<file path="config.mk">
export PLATFORM = sky130hd
export DESIGN_NAME = led_bank_controller
export DESIGN_NICKNAME = d
export VERILOG_FILES = /design/src/rtl/led_bank_controller.sv
export SDC_FILE = /design/constraint.sdc
export NUM_CORES = 1
export LEC_CHECK = 0
export CORE_UTILIZATION = 30
export CTS_CLUSTER_SIZE = 10
export DETAILED_ROUTE_END_ITERATION = 8
export PLACE_DENSITY_LB_ADDON = 0.2
export RECOVER_POWER = 100
export SYNTH_ARGS = -nofsm -noshare
export SYNTH_HDL_FRONTEND = slang
export SYNTH_SLANG_ARGS = --single-unit
</file>
<file path="constraint.sdc">
create_clock -name i_clk -period 3.8 [get_ports i_clk]
set_input_delay 0.76 -clock i_clk [delete_from_list [all_inputs] [get_ports i_clk]]
set_output_delay 0.76 -clock i_clk [all_outputs]
set_load 0.02 [all_outputs]
</file>
<file path="src/rtl/led_bank_controller.sv">
// Multi-channel LED driver: per-channel OFF/ON/BLINK/PWM modes on a shared prescaled time base.
// Optional macro LED_CTRL_BREATHE_EN adds a triangular breathing ramp to PWM mode.
module led_bank_controller #(
    parameter int  N_CH         = 4,
    parameter int  PRESCALE_DIV = 1000,
    parameter int  DUTY_W       = 8,
    localparam int CH_W         = (N_CH > 1) ? $clog2(N_CH) : 1
) (
    input  logic              i_clk,
    input  logic              i_rst_n,
    input  logic              i_enable,
    input  logic              i_cfg_we,
    input  logic [CH_W-1:0]   i_cfg_ch,
    input  logic [1:0]        i_cfg_mode,
    input  logic [3:0]        i_cfg_rate,
    input  logic [DUTY_W-1:0] i_cfg_duty,
    output logic              o_tick,
    output logic [N_CH-1:0]   o_led
);
    localparam int              PS_W    = (PRESCALE_DIV > 1) ? $clog2(PRESCALE_DIV) : 1;
    localparam logic [PS_W-1:0] PS_LAST = PS_W'(PRESCALE_DIV - 1);

    typedef enum logic [1:0] {
        MODE_OFF   = 2'b00,
        MODE_ON    = 2'b01,
        MODE_BLINK = 2'b10,
        MODE_PWM   = 2'b11
    } mode_t;

    logic [PS_W-1:0]   ps_cnt_r, ps_cnt_nxt_s;
    logic              tick_r, tick_nxt_s;
    logic [DUTY_W-1:0] phase_r, phase_nxt_s;
    logic [N_CH-1:0]   led_r, led_nxt_s;
    mode_t             mode_r     [N_CH];
    mode_t             mode_nxt_s [N_CH];
    logic [3:0]        rate_r     [N_CH];
    logic [3:0]        rate_nxt_s [N_CH];
    logic [DUTY_W-1:0] duty_r     [N_CH];
    logic [DUTY_W-1:0] duty_nxt_s [N_CH];
    logic [15:0]       bcnt_r     [N_CH];
    logic [15:0]       bcnt_nxt_s [N_CH];
    logic [DUTY_W-1:0] eff_duty_s [N_CH];
    logic [N_CH-1:0]   blink_r, blink_nxt_s;
    logic [N_CH-1:0]   wr_s, term_s;
    logic [31:0]       ch_ext_s;
    logic              in_range_s;

    assign ch_ext_s   = 32'(i_cfg_ch);
    assign in_range_s = (ch_ext_s < 32'(N_CH));

    // Shared time base: prescaler, registered tick and the common PWM phase counter.
    always_comb begin
        if (!i_enable) begin
            ps_cnt_nxt_s = '0;
        end else if (ps_cnt_r == PS_LAST) begin
            ps_cnt_nxt_s = '0;
        end else begin
            ps_cnt_nxt_s = ps_cnt_r + PS_W'(1);
        end
        tick_nxt_s = i_enable && (ps_cnt_nxt_s == PS_LAST);
        if (!i_enable) begin
            phase_nxt_s = '0;
        end else if (tick_r) begin
            phase_nxt_s = phase_r + DUTY_W'(1);
        end else begin
            phase_nxt_s = phase_r;
        end
    end

    // Per-channel config latch and blink counter; a write beats a same-cycle tick.
    always_comb begin
        for (int i = 0; i < N_CH; i++) begin
            wr_s[i]   = i_cfg_we && in_range_s && (ch_ext_s == 32'(i));
            term_s[i] = (bcnt_r[i] == ((16'd1 << rate_r[i]) - 16'd1));
            if (wr_s[i]) begin
                mode_nxt_s[i] = mode_t'(i_cfg_mode);
                rate_nxt_s[i] = i_cfg_rate;
                duty_nxt_s[i] = i_cfg_duty;
            end else begin
                mode_nxt_s[i] = mode_r[i];
                rate_nxt_s[i] = rate_r[i];
                duty_nxt_s[i] = duty_r[i];
            end
            if (!i_enable || wr_s[i]) begin
                bcnt_nxt_s[i]  = 16'd0;
                blink_nxt_s[i] = 1'b0;
            end else if (tick_r && term_s[i]) begin
                bcnt_nxt_s[i]  = 16'd0;
                blink_nxt_s[i] = ~blink_r[i];
            end else if (tick_r) begin
                bcnt_nxt_s[i]  = bcnt_r[i] + 16'd1;
                blink_nxt_s[i] = blink_r[i];
            end else begin
                bcnt_nxt_s[i]  = bcnt_r[i];
                blink_nxt_s[i] = blink_r[i];
            end
        end
    end

`ifdef LED_CTRL_BREATHE_EN
    logic [DUTY_W-1:0] eff_r     [N_CH];
    logic [DUTY_W-1:0] eff_nxt_s [N_CH];
    logic [N_CH-1:0]   up_r, up_nxt_s;

    // Breathing ramp: one step per blink-counter terminal tick, reversing at 0 and at the duty.
    always_comb begin
        for (int i = 0; i < N_CH; i++) begin
            if (!i_enable || wr_s[i]) begin
                eff_nxt_s[i] = '0;
                up_nxt_s[i]  = 1'b1;
            end else if (tick_r && term_s[i]) begin
                if (duty_r[i] == '0) begin
                    eff_nxt_s[i] = '0;
                    up_nxt_s[i]  = 1'b1;
                end else if (up_r[i]) begin
                    if (eff_r[i] >= duty_r[i]) begin
                        eff_nxt_s[i] = eff_r[i] - DUTY_W'(1);
                        up_nxt_s[i]  = 1'b0;
                    end else begin
                        eff_nxt_s[i] = eff_r[i] + DUTY_W'(1);
                        up_nxt_s[i]  = 1'b1;
                    end
                end else if (eff_r[i] == '0) begin
                    eff_nxt_s[i] = DUTY_W'(1);
                    up_nxt_s[i]  = 1'b1;
                end else begin
                    eff_nxt_s[i] = eff_r[i] - DUTY_W'(1);
                    up_nxt_s[i]  = 1'b0;
                end
            end else begin
                eff_nxt_s[i] = eff_r[i];
                up_nxt_s[i]  = up_r[i];
            end
            eff_duty_s[i] = eff_nxt_s[i];
        end
    end

    // Breathing ramp state registers.
    always_ff @(posedge i_clk) begin
        if (!i_rst_n) begin
            up_r <= '1;
            for (int i = 0; i < N_CH; i++) begin
                eff_r[i] <= '0;
            end
        end else begin
            up_r <= up_nxt_s;
            for (int i = 0; i < N_CH; i++) begin
                eff_r[i] <= eff_nxt_s[i];
            end
        end
    end
`else
    // Static duty: the programmed value drives the comparator directly.
    always_comb begin
        for (int i = 0; i < N_CH; i++) begin
            eff_duty_s[i] = duty_nxt_s[i];
        end
    end
`endif

    // Output decode from next-state values so the LED moves on the causing edge.
    always_comb begin
        for (int i = 0; i < N_CH; i++) begin
            if (!i_enable) begin
                led_nxt_s[i] = 1'b0;
            end else begin
                case (mode_nxt_s[i])
                    MODE_OFF:   led_nxt_s[i] = 1'b0;
                    MODE_ON:    led_nxt_s[i] = 1'b1;
                    MODE_BLINK: led_nxt_s[i] = blink_nxt_s[i];
                    MODE_PWM:   led_nxt_s[i] = (phase_nxt_s < eff_duty_s[i]);
                    default:    led_nxt_s[i] = 1'b0;
                endcase
            end
        end
    end

    // State update with synchronous active-low reset.
    always_ff @(posedge i_clk) begin
        if (!i_rst_n) begin
            ps_cnt_r <= '0;
            tick_r   <= 1'b0;
            phase_r  <= '0;
            led_r    <= '0;
            blink_r  <= '0;
            for (int i = 0; i < N_CH; i++) begin
                mode_r[i] <= MODE_OFF;
                rate_r[i] <= 4'd0;
                duty_r[i] <= '0;
                bcnt_r[i] <= 16'd0;
            end
        end else begin
            ps_cnt_r <= ps_cnt_nxt_s;
            tick_r   <= tick_nxt_s;
            phase_r  <= phase_nxt_s;
            led_r    <= led_nxt_s;
            blink_r  <= blink_nxt_s;
            for (int i = 0; i < N_CH; i++) begin
                mode_r[i] <= mode_nxt_s[i];
                rate_r[i] <= rate_nxt_s[i];
                duty_r[i] <= duty_nxt_s[i];
                bcnt_r[i] <= bcnt_nxt_s[i];
            end
        end
    end

    assign o_tick = tick_r;
    assign o_led  = led_r;

endmodule

</file>
Word-level counts from Yosys, hierarchy flattened
Memories as Yosys holds them, arrays and structs flattened.
Index checks and enable logic that the tools add are counted.
- $add $sub $neg: 10
- $mul: 0
- divide/modulo/power cells: 0
- $lt $le $gt $ge: 5
- equality and inequality tests: 21
- shift operators: 4
- multiplexer cells: 58
- bitwise operators: 20
- reductions and logical operators: 21
- operator list (operator ; count):
    two-way mux 16 bit ; 16
    two-way mux 8 bit ; 10
    adder 16 x 1 -> 16 bit, second input constant ; 4
    == test 16 bit ; 4
    left shift 1 x 4 -> 16 bit, first input constant ; 4
    subtractor 16 x 1 -> 16 bit, second input constant ; 4
    zero test 32 bit ; 1
    less-than comparator 8 bit ; 4
    two-way mux 4 bit ; 8
    == test 10 bit, second input constant ; 2
    == test 2 bit, second input constant ; 10
    two-way mux 10 bit ; 2
    two-way mux 2 bit ; 8
    bitwise OR 1 bit ; 16
    case mux 1 bit (4 select lines) ; 4
    adder 10 x 1 -> 10 bit, second input constant ; 1
    == test 2 x 1 -> 1 bit, second input constant ; 5
    logical AND 1 bit ; 10
    two-way mux 1 bit ; 10
    adder 8 x 1 -> 8 bit, second input constant ; 1
    zero test 2 bit ; 4
    logical OR 1 bit ; 4
    NOT 1 bit ; 4
    less-than comparator 2 x 3 -> 1 bit, second input constant ; 1
    2 further kinds ; 2
- register bits after elaboration: 27
- bits in latches: 0
- bits in writable memories: 120
- bits in read-only memories: 0
- output and inout bits: 5
- word-level logic and storage cells: 148
- memories: 4
- memory list (memory ; depth ; bits a word ; rd ports ; clocked after Yosys merged registers in ; wr ports ; line ; text):
    bcnt_r ; 4 ; 16 ; 4 ; 0 ; 4 ; 40 ; logic [15:0] bcnt_r [N_CH];
    duty_r ; 4 ; 8 ; 4 ; 0 ; 4 ; 38 ; logic [DUTY_W-1:0] duty_r [N_CH];
    rate_r ; 4 ; 4 ; 4 ; 0 ; 4 ; 36 ; logic [3:0] rate_r [N_CH];
    mode_r ; 4 ; 2 ; 4 ; 0 ; 4 ; 34 ; mode_t mode_r [N_CH];

Depth between registers and ports, before layout
Gate-level depths: netlist of run 1.
An unclocked memory read counts as a cell.
- depth in word-level cells: 8
- depth in mapped cells: 15

Least setup slack after synthesis of run 1
No wires, ideal clock.
- kind: input-to-reg
- from: in i_cfg_ch[1]
- to: reg led_r[0], in the netlist o_led[0]
- setup time: 67 ps
- arrival time: 3397 ps
- setup slack: 336 ps
- cell stages on the path: 13
- path buffers: 3
- cells stage by stage: clkbuf_1 -> or3b_2 -> buf_2 -> buf_1 -> mux2i_1 -> ha_1 -> o21a_1 -> o21ai_0 -> a31o_2 -> o211ai_1 -> or3_1 -> mux2_4 -> o21ai_2
- longest elaborated chain between the ends: 6
- elaborated cells between the ends (all ways): 14
- RTL lines (item ; line ; text):
    from (decl) ; 13 ; input logic [CH_W-1:0] i_cfg_ch,
    less-than comparator 2 x 3 -> 1 bit ; 49 ; assign in_range_s = (ch_ext_s < 32'(N_CH));
    logical AND 1 bit ; 73 ; wr_s[i] = i_cfg_we && in_range_s && (ch_ext_s == 32'(i));
    logical AND 1 bit * ; 73 ;
    two-way mux 8 bit, or another cell as far along ; 75 ; if (wr_s[i]) begin
    less-than comparator 8 bit, or another cell as far along ; 171 ; MODE_PWM: led_nxt_s[i] = (phase_nxt_s < eff_duty_s[i]);
    case mux 1 bit (4 select lines) * ; 167 ; case (mode_nxt_s[i])
    to (signal assigned) ; 196 ; led_r <= led_nxt_s;
    to (decl) ; 33 ; logic [N_CH-1:0] led_r, led_nxt_s;
Mark *: on every way between the ends. The rest lies on a longest branch, timed or not.
A chain may end at the register's enable or synchronous reset.

Final worst setup path of run 1
- from: reg tick_r, in the netlist o_tick
- to: out o_tick
- RTL lines (item ; line ; text):
    from (decl) ; 31 ; logic tick_r, tick_nxt_s;
    from (signal assigned) ; 194 ; tick_r <= tick_nxt_s;
    to (decl) ; 17 ; output logic o_tick,
No word-level cell between the ends.

==> impl_results.md, run 1 <==
- Status: finished clean
- Critical path, cell by cell: clkbuf_2, clkbuf_1, clkdlybuf4s50_1
- Yosys warnings: 0
- Num ports: 25
- Least-Margin Pin Slew: about 0.88 ns
- Diodes inserted: 0
- Postcts setup bufs: 0
- Hold Buf Count CTS: 0
- Port bufs: 24
- P_sw: 0.000927 W
- Mapped Area: 8610 sq um
- CP max FO: 18
- Min Tclk post-route: 3.49 ns
- Seq cells post-synth: 147
- DRT Pass-1 Iters: 4
- Die Wd: 171 um
- DRT antenna net count: 0
- Sequential area share after synthesis: 34.2%
- Vias per cell: 4.90
- Clock latency at the later pin of the worst-skew pair: 0.43 ns
- Gate power share: 9.7%
- Fraction of registers with async set/reset: 0%
- CP bufs+invs: 3
- Rows: 61
- Final WL: 21.2 mm
- Slowest CP cell: clkdlybuf4s50_1
- Final setup violating endpoints: 0
- RSZ-0062 raised after global routing: no
- Top FF cell, synth: dfxtp_1
- Critical path class: reg2out
- Post-DP HPWL: 15.2 mm
- Clk pwr share: 45.7%
- Hold depth: 2
- Cell depth of the worst setup path: 3
- Root Buffer: clkbuf_16
- Worst path required time: 3.04 ns
- Global-route wire length before repair: 35.1 mm
- Final Max Slew Viols: 0
- CP endpoint kind: output pin
- DRC: 0
- Largest net degree at the start of global routing: 25
- Mapped Cells: 1043
- Startpoint class of the critical path: flop
- Non-Filler Instances: 1450
- Power per cell area: 360 nW/um^2
- VDD IR max: 227 uV
- Vias in the first global route: 6654
- Cell variety after synth: between 80 and 90
- Area Overhead vs Synth: 13.8%
- Post-synth EDFFs: 0
- M1 GR Usage: 21.3%
- CP top delay family: buffers and inverters
- Switch share: 26.3%
- GPL Wtd Cong: 0.806
- Layout cells sized above 1: 7.28%
- Vias: 7110
- R2r worst-path depth: 9
- Congestion Overflow GR: 0
- Setup TNS after final layout: 0 ns
- Max-slew headroom: 41.1%
- CTS sink cnt: 147
- WL/cell: about 15 um
- Worst hold path type: reg2reg
- Inst Count DP: ~1400
- Static Leak: ~3.7 nW
- Syn nets: approximately 1100
- Post-layout nets: 1117
- Clk buf depth: 2
- 1st-iter DRT viols: about 300
- Number of fillers in the final layout: 2920
- CTS tree: done
- Cell Int Power: 0.00260 W
- Setup Skew: between 0.01 and 0.015 ns
- Met3 usage: ~3.0%
- Leading cell types in the layout, fill and taps excluded: dfxtp_1 (147), nor2_1 (141), nand2_1 (97), xor2_1 (58), a21oi_1 (49)
- Final hold vios: 0
- Initial antenna violation count: 0
- Die Y-Extent: 171 um
- Fmax: 287 MHz
- Global Route Usage Sum: 15.2%
- Met2 Use GR: 23.8%
- Commonest non-fill, non-tap cell in the layout: dfxtp_1
- CTS resizes: 0
- Crit path arrival time: 2.73 ns
- Full die area: approximately 29000 sq um
- Clock buffer count from CTS: 17
- H-tree depth: 4
- GR peak layer: met2
- Tcrit/Tclk final: 91.7%
- Flop pwr share: roughly 45%
- Max stage delay on crit path: 0.77 ns
- Starting density of the core: 30.7%
- Clock slew at reported path FFs: roughly 0.07 ns
- Max-capacitance violation count: 0
- Area of the core: 28000 sq um
- Syn Area/Cell: 8.25 sq um
path summary, 6_finish.rpt:
| check | startpoint | to | slack [ns] |
|---|---|---|---|
| worst max-delay path | o_tick | o_tick | 0.31 |
| worst min-delay path | mode_r[0][1] | mode_r[0][1] | 0.48 |
| worst max register to register | o_tick | bcnt_r[2][7] | 0.47 |
| worst min register to register | mode_r[0][1] | mode_r[0][1] | 0.48 |
worst register-to-register path: cells and delay by family, from the launching register on:
family | cells | cell delay [ns]
buf+inv | 3 | 1.25
flops | 1 | 0.37
simple gates | 4 | 1.04
compound gates | 2 | 0.54
logic make-up after synthesis:
family	count (synthesis)	share of synthesized area, %
fa+ha+maj	39	5.64
simple gates	444	26.0
flops	147	34.2
buf+inv	91	4.74
mux	48	5.68
xor+xnor	100	10.2
compound gates	174	13.6
power by group through the flow:
stage	clock (W)	sequential (W)	combinational [W]
2_1_floorplan	0	0.00161	0.000248
3_3_place_gp	0	0.00161	0.000351
3_5_place_dp	0	0.00161	0.000352
4_1_cts	0.00167	0.00158	0.000353
5_1_grt	0.00174	0.00158	0.000383
6_report	0.00161	0.00158	0.000341
per-stage QoR:
| stage | hold slack (ns) | instance area (sq um) | util (%) | setup slack (ns) | total power [W] |
|---|---|---|---|---|---|
| after floorplan | 0.450 | 8610 | - | 0.336 | 0.00185 |
| after global placement | 0.468 | 9300 | 33.2 | 0.111 | 0.00196 |
| after detailed placement | 0.473 | 9300 | 33.2 | 0.0703 | 0.00196 |
| after CTS | 0.486 | 9870 | 35.2 | 0.503 | 0.00360 |
| after global routing | 0.511 | 9790 | 35.0 | 0.179 | 0.00370 |
| final | 0.485 | 9790 | 35.0 | 0.315 | 0.00353 |
per-layer routing:
layer	wire, um	up-vias	part of all wire [%]
met1	11200	3330	53
met2	9360	68	44
met3	522	14	2.5
li1	-	3698	-
met5	0	-	0
met4	177	0	0.83
cell usage after synthesis, types with 4 or more instances:
library cell / n / area share [%]
dfxtp_1: 147 / 34
nor2_1: 141 / 6.1
nand2_1: 97 / 4.2
xor2_1: 58 / 5.9
a21oi_1: 49 / 2.8
nand3_1: 45 / 2.6
mux2i_1: 44 / 5.1
xnor2_1: 42 / 4.3
ha_1: 38 / 5.5
o21ai_0: 34 / 2.0
clkbuf_1: 30 / 1.3
buf_2: 26 / 1.5
inv_1: 23 / 1.0
nor3_1: 21 / 1.2
and3_1: 19 / 1.4
nand4_1: 18 / 1.3
and2_1: 17 / 1.2
or3_1: 12 / 0.87
nand2b_1: 10 / 0.73
nand3b_1: 9 / 0.78
nor4b_1: 9 / 0.92
nor2b_1: 8 / 0.58
o2111ai_1: 8 / 0.81
o211ai_1: 8 / 0.70
a31oi_1: 7 / 0.51
nor4_1: 7 / 0.51
o21a_1: 7 / 0.61
buf_4: 5 / 0.44
a21boi_0: 4 / 0.35
a22oi_1: 4 / 0.35
a32oi_1: 4 / 0.41
and4_1: 4 / 0.41
buf_1: 4 / 0.17
flip-flops by register name, summed over array words and instances (netlist names):
register  cells
rate_r       16
duty_r       32
o_tick        1
blink_r       4
bcnt_r       64
mode_r        8
phase_r       8
o_led         4
ps_cnt_r     10
area by class of cell:
class                      instances  area [sq um]  share of cell area (%)
multi-input combinational        805          5240                    53.5
sequential                       147          2940                    30.0
timing repair buffer              64           490                    5.01
tap                              378           473                    4.83
clock buffer                      20           467                    4.76
clock inverter                    12          95.1                   0.971
inverter                          24          90.1                   0.920
No activity file was read; power rests on OpenSTA's default activity.
==> inputs of run 2 (changes only) <==
--- a/config.mk
+++ b/config.mk
@@ -5,6 +5,7 @@
 export SDC_FILE = /design/constraint.sdc
 export NUM_CORES = 1
 export LEC_CHECK = 0
+export CORE_MARGIN = 4
 export CORE_UTILIZATION = 30
 export CTS_CLUSTER_SIZE = 10
 export DETAILED_ROUTE_END_ITERATION = 8
==> run 2 against run 1 <==
Compared with the run above:
- global-route usage decreased by 1.1 points
- sequential power is essentially flat
- flip-flop and latch count unchanged
- sequential share of layout area fell by 0.13 points
- total power grew 3.2%
- register-to-register slack barely moved
==> impl_results.md, run 2 (synthesized netlist as in run 1, its figures left out) <==
- Status: finished clean
- Clk pwr share: 47.4% (+1.7 points)
- Port bufs: 24 (unchanged)
- WL/cell: 14.8 um (+1.4%)
- Max-capacitance violation count: 0 (unchanged)
- Vias per cell: 4.91 (+0.14%)
- Die Y-Extent: 177 um (+3.5%)
- Startpoint class of the critical path: primary input
- Top reg by flops: bcnt_r
- DRT antenna net count: 0 (unchanged)
- Post-DP HPWL: 15.2 mm (+0.35%)
- CTS resizes: 0 (unchanged)
- CTS sink cnt: 147 (unchanged)
- Gate power share: 9.4% (-0.3 points)
- DRC: 0 (unchanged)
- Congestion Overflow GR: 0 (unchanged)
- Leading cell types in the layout, fill and taps excluded: dfxtp_1 (147), nor2_1 (141), nand2_1 (97), xor2_1 (58), a21oi_1 (49)
- Die Wd: 177 um (+3.5%)
- Cell Int Power: 0.00274 W (+5.1%)
- Setup Skew: 0.0119 ns (-0.00299 ns)
- Hold Buf Count CTS: 0 (unchanged)
- Worst hold path type: reg2reg
- RSZ-0062 raised after global routing: no
- Largest net degree at the start of global routing: 33 (+32%)
- Area Overhead vs Synth: 14.3%
- Vias in the first global route: 6690 (+0.54%)
- Post-layout nets: 1116 (-0.090%)
- VDD IR max: 189 uV (-17%)
- Clock latency at the later pin of the worst-skew pair: 0.43 ns (about the same)
- Final hold vios: 0 (unchanged)
- Area of the core: 28000 sq um (unchanged)
- Final setup violating endpoints: 0 (unchanged)
- Top flop regs: bcnt_r: 64 flops, duty_r: 32 flops, rate_r: 16 flops
- Crit path arrival time: 3.76 ns (+1.03 ns)
- Starting density of the core: 30.7% (unchanged)
- Final Max Slew Viols: 0 (unchanged)
- Full die area: 31500 sq um (+7.1%)
- Diodes inserted: 0 (unchanged)
- Least-Margin Pin Slew: 0.899 ns (+0.0229 ns)
- Worst path required time: 4.16 ns (+1.12 ns)
- Global-route wire length before repair: 35.8 mm (+1.8%)
- Power per cell area: 370 nW/um^2 (+2.8%)
- Num ports: 25 (unchanged)
- Commonest non-fill, non-tap cell in the layout: dfxtp_1
- Worst hold margin: 0.481 ns (-0.00361 ns)
- Layout cells sized above 1: 7.58% (+0.30 points)
- Postcts setup bufs: 0 (unchanged)
- Setup TNS after final layout: 0 ns (unchanged)
- H-tree depth: 4 (unchanged)
- Root Buffer: clkbuf_16
- DRT Pass-1 Iters: 5 (+1)
- Initial antenna violation count: 0 (unchanged)
- Max reg flops: 64 (unchanged)
- 1st-iter DRT viols: 362 (+19%)
- Tcrit/Tclk final: 89.3% (-2.4 points)
- Flop pwr share: 43.3% (-1.4 points)
- P_sw: 0.000909 W (-2.0%)
- Final WL: 21.5 mm (+1.2%)
- Switch share: 24.9% (-1.3 points)
- Vias: 7105 (-0.070%)
- Fmax: 295 MHz (+2.7%)
- CP endpoint kind: flop
- Static Leak: 3.75 nW (+0.72%)
- Clk buf depth: 2 (unchanged)
- Number of fillers in the final layout: 2925 (+0.17%)
- Clock slew at reported path FFs: 0.07 ns (about the same)
- Global Route Usage Sum: 14.1% (-1.1 points)
- Clock buffer count from CTS: 17 (unchanged)
- GPL Wtd Cong: 0.780 (-3.2%)
- Rows: 61 (unchanged)
- Min Tclk post-route: 3.39 ns (-0.0906 ns)
- Critical path class: in2reg
- Max-slew headroom: 40.1% (-0.99 points)
- CTS tree: done
- CP max FO: 11 (-7)
run 2: cell types whose count changed in the layout (fill, tap and decap cells not counted), sizes merged:
cell	delta
clkbuf	-9
inv	-3
clkdlybuf4s50	-1
bufinv	+3
buf	+6
dlygate4sd3	+1
run 2: metrics by stage:
stage	cells	power (W)	area, sq um	utilization (%)	setup WS [ns]
2_1_floorplan	1043	0.00185	8610	-	0.336
3_3_place_gp	1417	0.00196	9300	33.2	0.135
3_5_place_dp	1417	0.00196	9300	33.2	0.0860
4_1_cts	1447	0.00371	9880	35.3	0.495
5_1_grt	1447	0.00381	9840	35.1	0.147
6_report	1447	0.00364	9840	35.1	0.405
run 2: area by class of cell:
cell class                 instances  area, sq um  area share [%]
inverter                          24         90.1           0.916
clock inverter                    12          159            1.62
timing repair buffer              63          510            5.19
clock buffer                      18          429            4.36
tap                              378          473            4.81
sequential                       147         2940            29.9
multi-input combinational        805         5230            53.2
run 2: per-layer routing:
layer | track usage, % | vias up | routed length, um
li1 | - | 3698 | -
met2 | 22.0 | 73 | 9450
met4 | 4.13 | 0 | 273
met1 | 20.2 | 3314 | 11300
met3 | 2.17 | 20 | 453
met5 | 0 | - | 0
run 2: power by group through the flow:
stage	combinational [W]	clock (W)	sequential [W]
floorplan	0.000248	0	0.00161
global placement	0.000351	0	0.00161
detailed placement	0.000350	0	0.00161
CTS	0.000352	0.00178	0.00158
global route	0.000387	0.00184	0.00158
finish	0.000342	0.00173	0.00158
run 2: critical path, cell delays in order:
cell,delay [ns]
dlygate4sd3_1,0.60
buf_4,0.18
nand3_1,0.13
buf_4,0.16
clkbuf_1,0.45
mux2i_1,0.31
ha_1,0.26
o21ai_0,0.07
a31oi_1,0.05
nor2_1,0.10
o21ai_0,0.18
or3_1,0.41
nand3_1,0.07
run 2: worst paths after layout:
kind	slack, ns	from	depth (start not counted)	to
hold / removal	0.48	mode_r[1][1]	2	mode_r[1][1]
setup reg to reg	0.46	o_tick	12	o_led[0]
setup / recovery	0.41	i_cfg_we	13	o_led[3]
hold reg to reg	0.48	mode_r[1][1]	2	mode_r[1][1]
==> inputs of run 3 (changes only) <==
--- a/config.mk
+++ b/config.mk
@@ -6,9 +6,10 @@
 export NUM_CORES = 1
 export LEC_CHECK = 0
 export CORE_MARGIN = 4
-export CORE_UTILIZATION = 30
+export CORE_UTILIZATION = 50
 export CTS_CLUSTER_SIZE = 10
 export DETAILED_ROUTE_END_ITERATION = 8
+export GPL_ROUTABILITY_DRIVEN = 1
 export PLACE_DENSITY_LB_ADDON = 0.2
 export RECOVER_POWER = 100
 export SYNTH_ARGS = -nofsm -noshare
==> run 3 against run 2 <==
Compared with the run above:
- the flow now finishes with violations (capacitance limit, slew limit)
- final cell count decreased by 11%
- core utilization is 22 points higher
- critical path depth down 3
- via count grew 1.8%
- wire length is 8.6% lower
- critical endpoint is now o_led[0]
- highest routed layer unchanged
==> impl_results.md, run 3 (synthesized netlist as in run 1, its figures left out) <==
- Layout cells sized above 1: 7.05% (-0.53 points)
- Full die area: 19400 sq um (-38%)
- Critical path class: in2reg
- Final Max Slew Viols: 55 (+55)
- Final setup violating endpoints: 0 (unchanged)
- Final WL: 19.6 mm (-8.6%)
- Crit path arrival time: 3.81 ns (+0.05 ns)
- Setup TNS after final layout: 0 ns (unchanged)
- Area of the core: 16700 sq um (-40%)
- Root Buffer: clkbuf_16
- Hold_sp: mode_r[0][1]
- Worst r2r dst: bcnt_r[2][12]
- Vias: 7236 (+1.8%)
- Power per cell area: 377 nW/um^2 (+1.7%)
- Critical path, cell by cell: dlygate4sd3_1, clkbuf_1, and2_0, ha_1, o21ai_0, a31o_2, o211ai_1, or3_1, mux2_1, o21ai_2
- Vias per cell: 5.64 (+15%)
- Num ports: 25 (unchanged)
- H-tree depth: 4 (unchanged)
- Least-Margin Pin Slew: 1.68 ns (+0.784 ns)
- DRC: 0 (unchanged)
- Final Core Density: 57.4% (+22 points)
- Final Power: 0.00361 W (-0.91%)
- Worst path required time: 4.17 ns (about the same)
- Global-route wire length before repair: 32.8 mm (-8.3%)
- Min Tclk post-route: 3.45 ns (+0.0506 ns)
- 1st-iter DRT viols: 495 (+37%)
- Non-Filler Instances: 1284 (-11%)
- Hold Buf Count CTS: 0 (unchanged)
- Hold depth: 2 (unchanged)
- Reg2reg start: rate_r[2][1]
- Final hold vios: 0 (unchanged)
- R2r worst-path depth: 9 (-3)
- Post-DP HPWL: 13.7 mm (-10%)
- Failing checks: capacitance limit, slew limit
- Max-capacitance violation count: 1 (+1)
- Port bufs: 24 (unchanged)
- WL/cell: 15.3 um (+3.1%)
- CP endpoint kind: flop
- Starting density of the core: 51.5% (+21 points)
- Max stage delay on crit path: 0.75 ns (+0.15 ns)
- Top reg by flops: bcnt_r
- DRT antenna net count: 0 (unchanged)
- Max-slew headroom: -12.3% (-52 points)
- Vias in the first global route: 6611 (-1.2%)
- RSZ-0062 raised after global routing: no
- Leading cell types in the layout, fill and taps excluded: dfxtp_1 (147), nor2_1 (141), nand2_1 (97), xor2_1 (58), a21oi_1 (49)
- Worst hold path type: reg2reg
- Post-layout nets: 1109 (-0.63%)
- CTS tree: done
- Diodes inserted: 0 (unchanged)
- Static Leak: 3.70 nW (-1.2%)
- Inst Count DP: 1252 (-12%)
- Postcts setup bufs: 0 (unchanged)
- Die Wd: 139 um (-22%)
- Startpoint class of the critical path: primary input
- Fmax: 290 MHz (-1.5%)
- Rows: 47 (-23%)
- Initial antenna violation count: 0 (unchanged)
- VDD IR max: 335 uV (+77%)
- Status: finished, violations left
- Max reg flops: 64 (unchanged)
- Clock latency at the later pin of the worst-skew pair: 0.43 ns (about the same)
- Area Overhead vs Synth: 11.4%
- Clk buf depth: 2 (unchanged)
- Global Route Usage Sum: 20.3% (+6.2 points)
- Tcrit/Tclk final: 90.7% (+1.3 points)
- R2R setup slack: 0.47 ns (about the same)
- Die Y-Extent: 139 um (-22%)
- Setup Skew: 0.00616 ns (-0.00579 ns)
- Top flop regs: bcnt_r: 64 flops, duty_r: 32 flops, rate_r: 16 flops
- Commonest non-fill, non-tap cell in the layout: dfxtp_1
- Clock slew at reported path FFs: 0.06 ns (about the same)
- Slowest CP cell: dlygate4sd3_1
- CP max FO: 11 (unchanged)
- CTS sink cnt: 147 (unchanged)
- Largest net degree at the start of global routing: 55 (+67%)
- DRT Pass-1 Iters: 5 (unchanged)
- CTS resizes: 0 (unchanged)
- GPL Wtd Cong: 0.850 (+8.9%)
- Hold endpoint: mode_r[0][1]
- Clock buffer count from CTS: 17 (unchanged)
- Congestion Overflow GR: 0 (unchanged)
## run 3: area by class of cell
type                    instances  area (sq um)
fillers                      1582          7120
multi-input cells             805          5230
flip-flops and latches        147          2940
repair buffers                 56           452
clock buffers                  18           439
well taps                     220           275
clock inverters                14           154
inverters                      24          90.1
## run 3: per-layer routing
layer	global-route usage, %	vias to the layer above	share of wire (%)
met1	29.1	3402	50
li1	-	3686	-
met5	0	-	0
met3	5.01	22	4.3
met2	31.0	126	44
met4	4.74	0	1.3
## run 3: critical path, delay by kind of cell
family	cells	cell delay [ns]
buf+inv	2	1.29
simple gates	2	0.79
compound gates	4	0.38
mux	1	0.32
fa+ha+maj	1	0.29
## run 3: how the worst max path moves through the flow
stage / from / endpoint / slack [ns] / depth (start not counted)
detailed placement: i_cfg_we / o_led[0] / 0.16 / 11
floorplan: i_cfg_ch[1] / o_led[0] / 0.34 / 13
CTS: rate_r[2][1] / bcnt_r[2][1] / 0.48 / 9
finish: i_enable / o_led[0] / 0.35 / 10
global placement: i_cfg_we / o_led[0] / 0.18 / 11
global route: rate_r[3][0] / bcnt_r[3][0] / 0.14 / 9
## run 3: stage by stage
stage / instance area [sq um] / hold WS (ns) / setup WS [ns]
floorplan: 8610 / 0.450 / 0.336
global placement: 9050 / 0.465 / 0.176
detailed placement: 9050 / 0.468 / 0.158
CTS: 9640 / 0.480 / 0.479
global route: 9590 / 0.520 / 0.138
finish: 9590 / 0.487 / 0.355
## run 3: power by group
part           internal, W  total (W)  switching [W]
logic             0.000139   0.000333       0.000194
registers          0.00156    0.00158      0.0000140
clock network     0.000992    0.00170       0.000709
total              0.00269    0.00361       0.000917
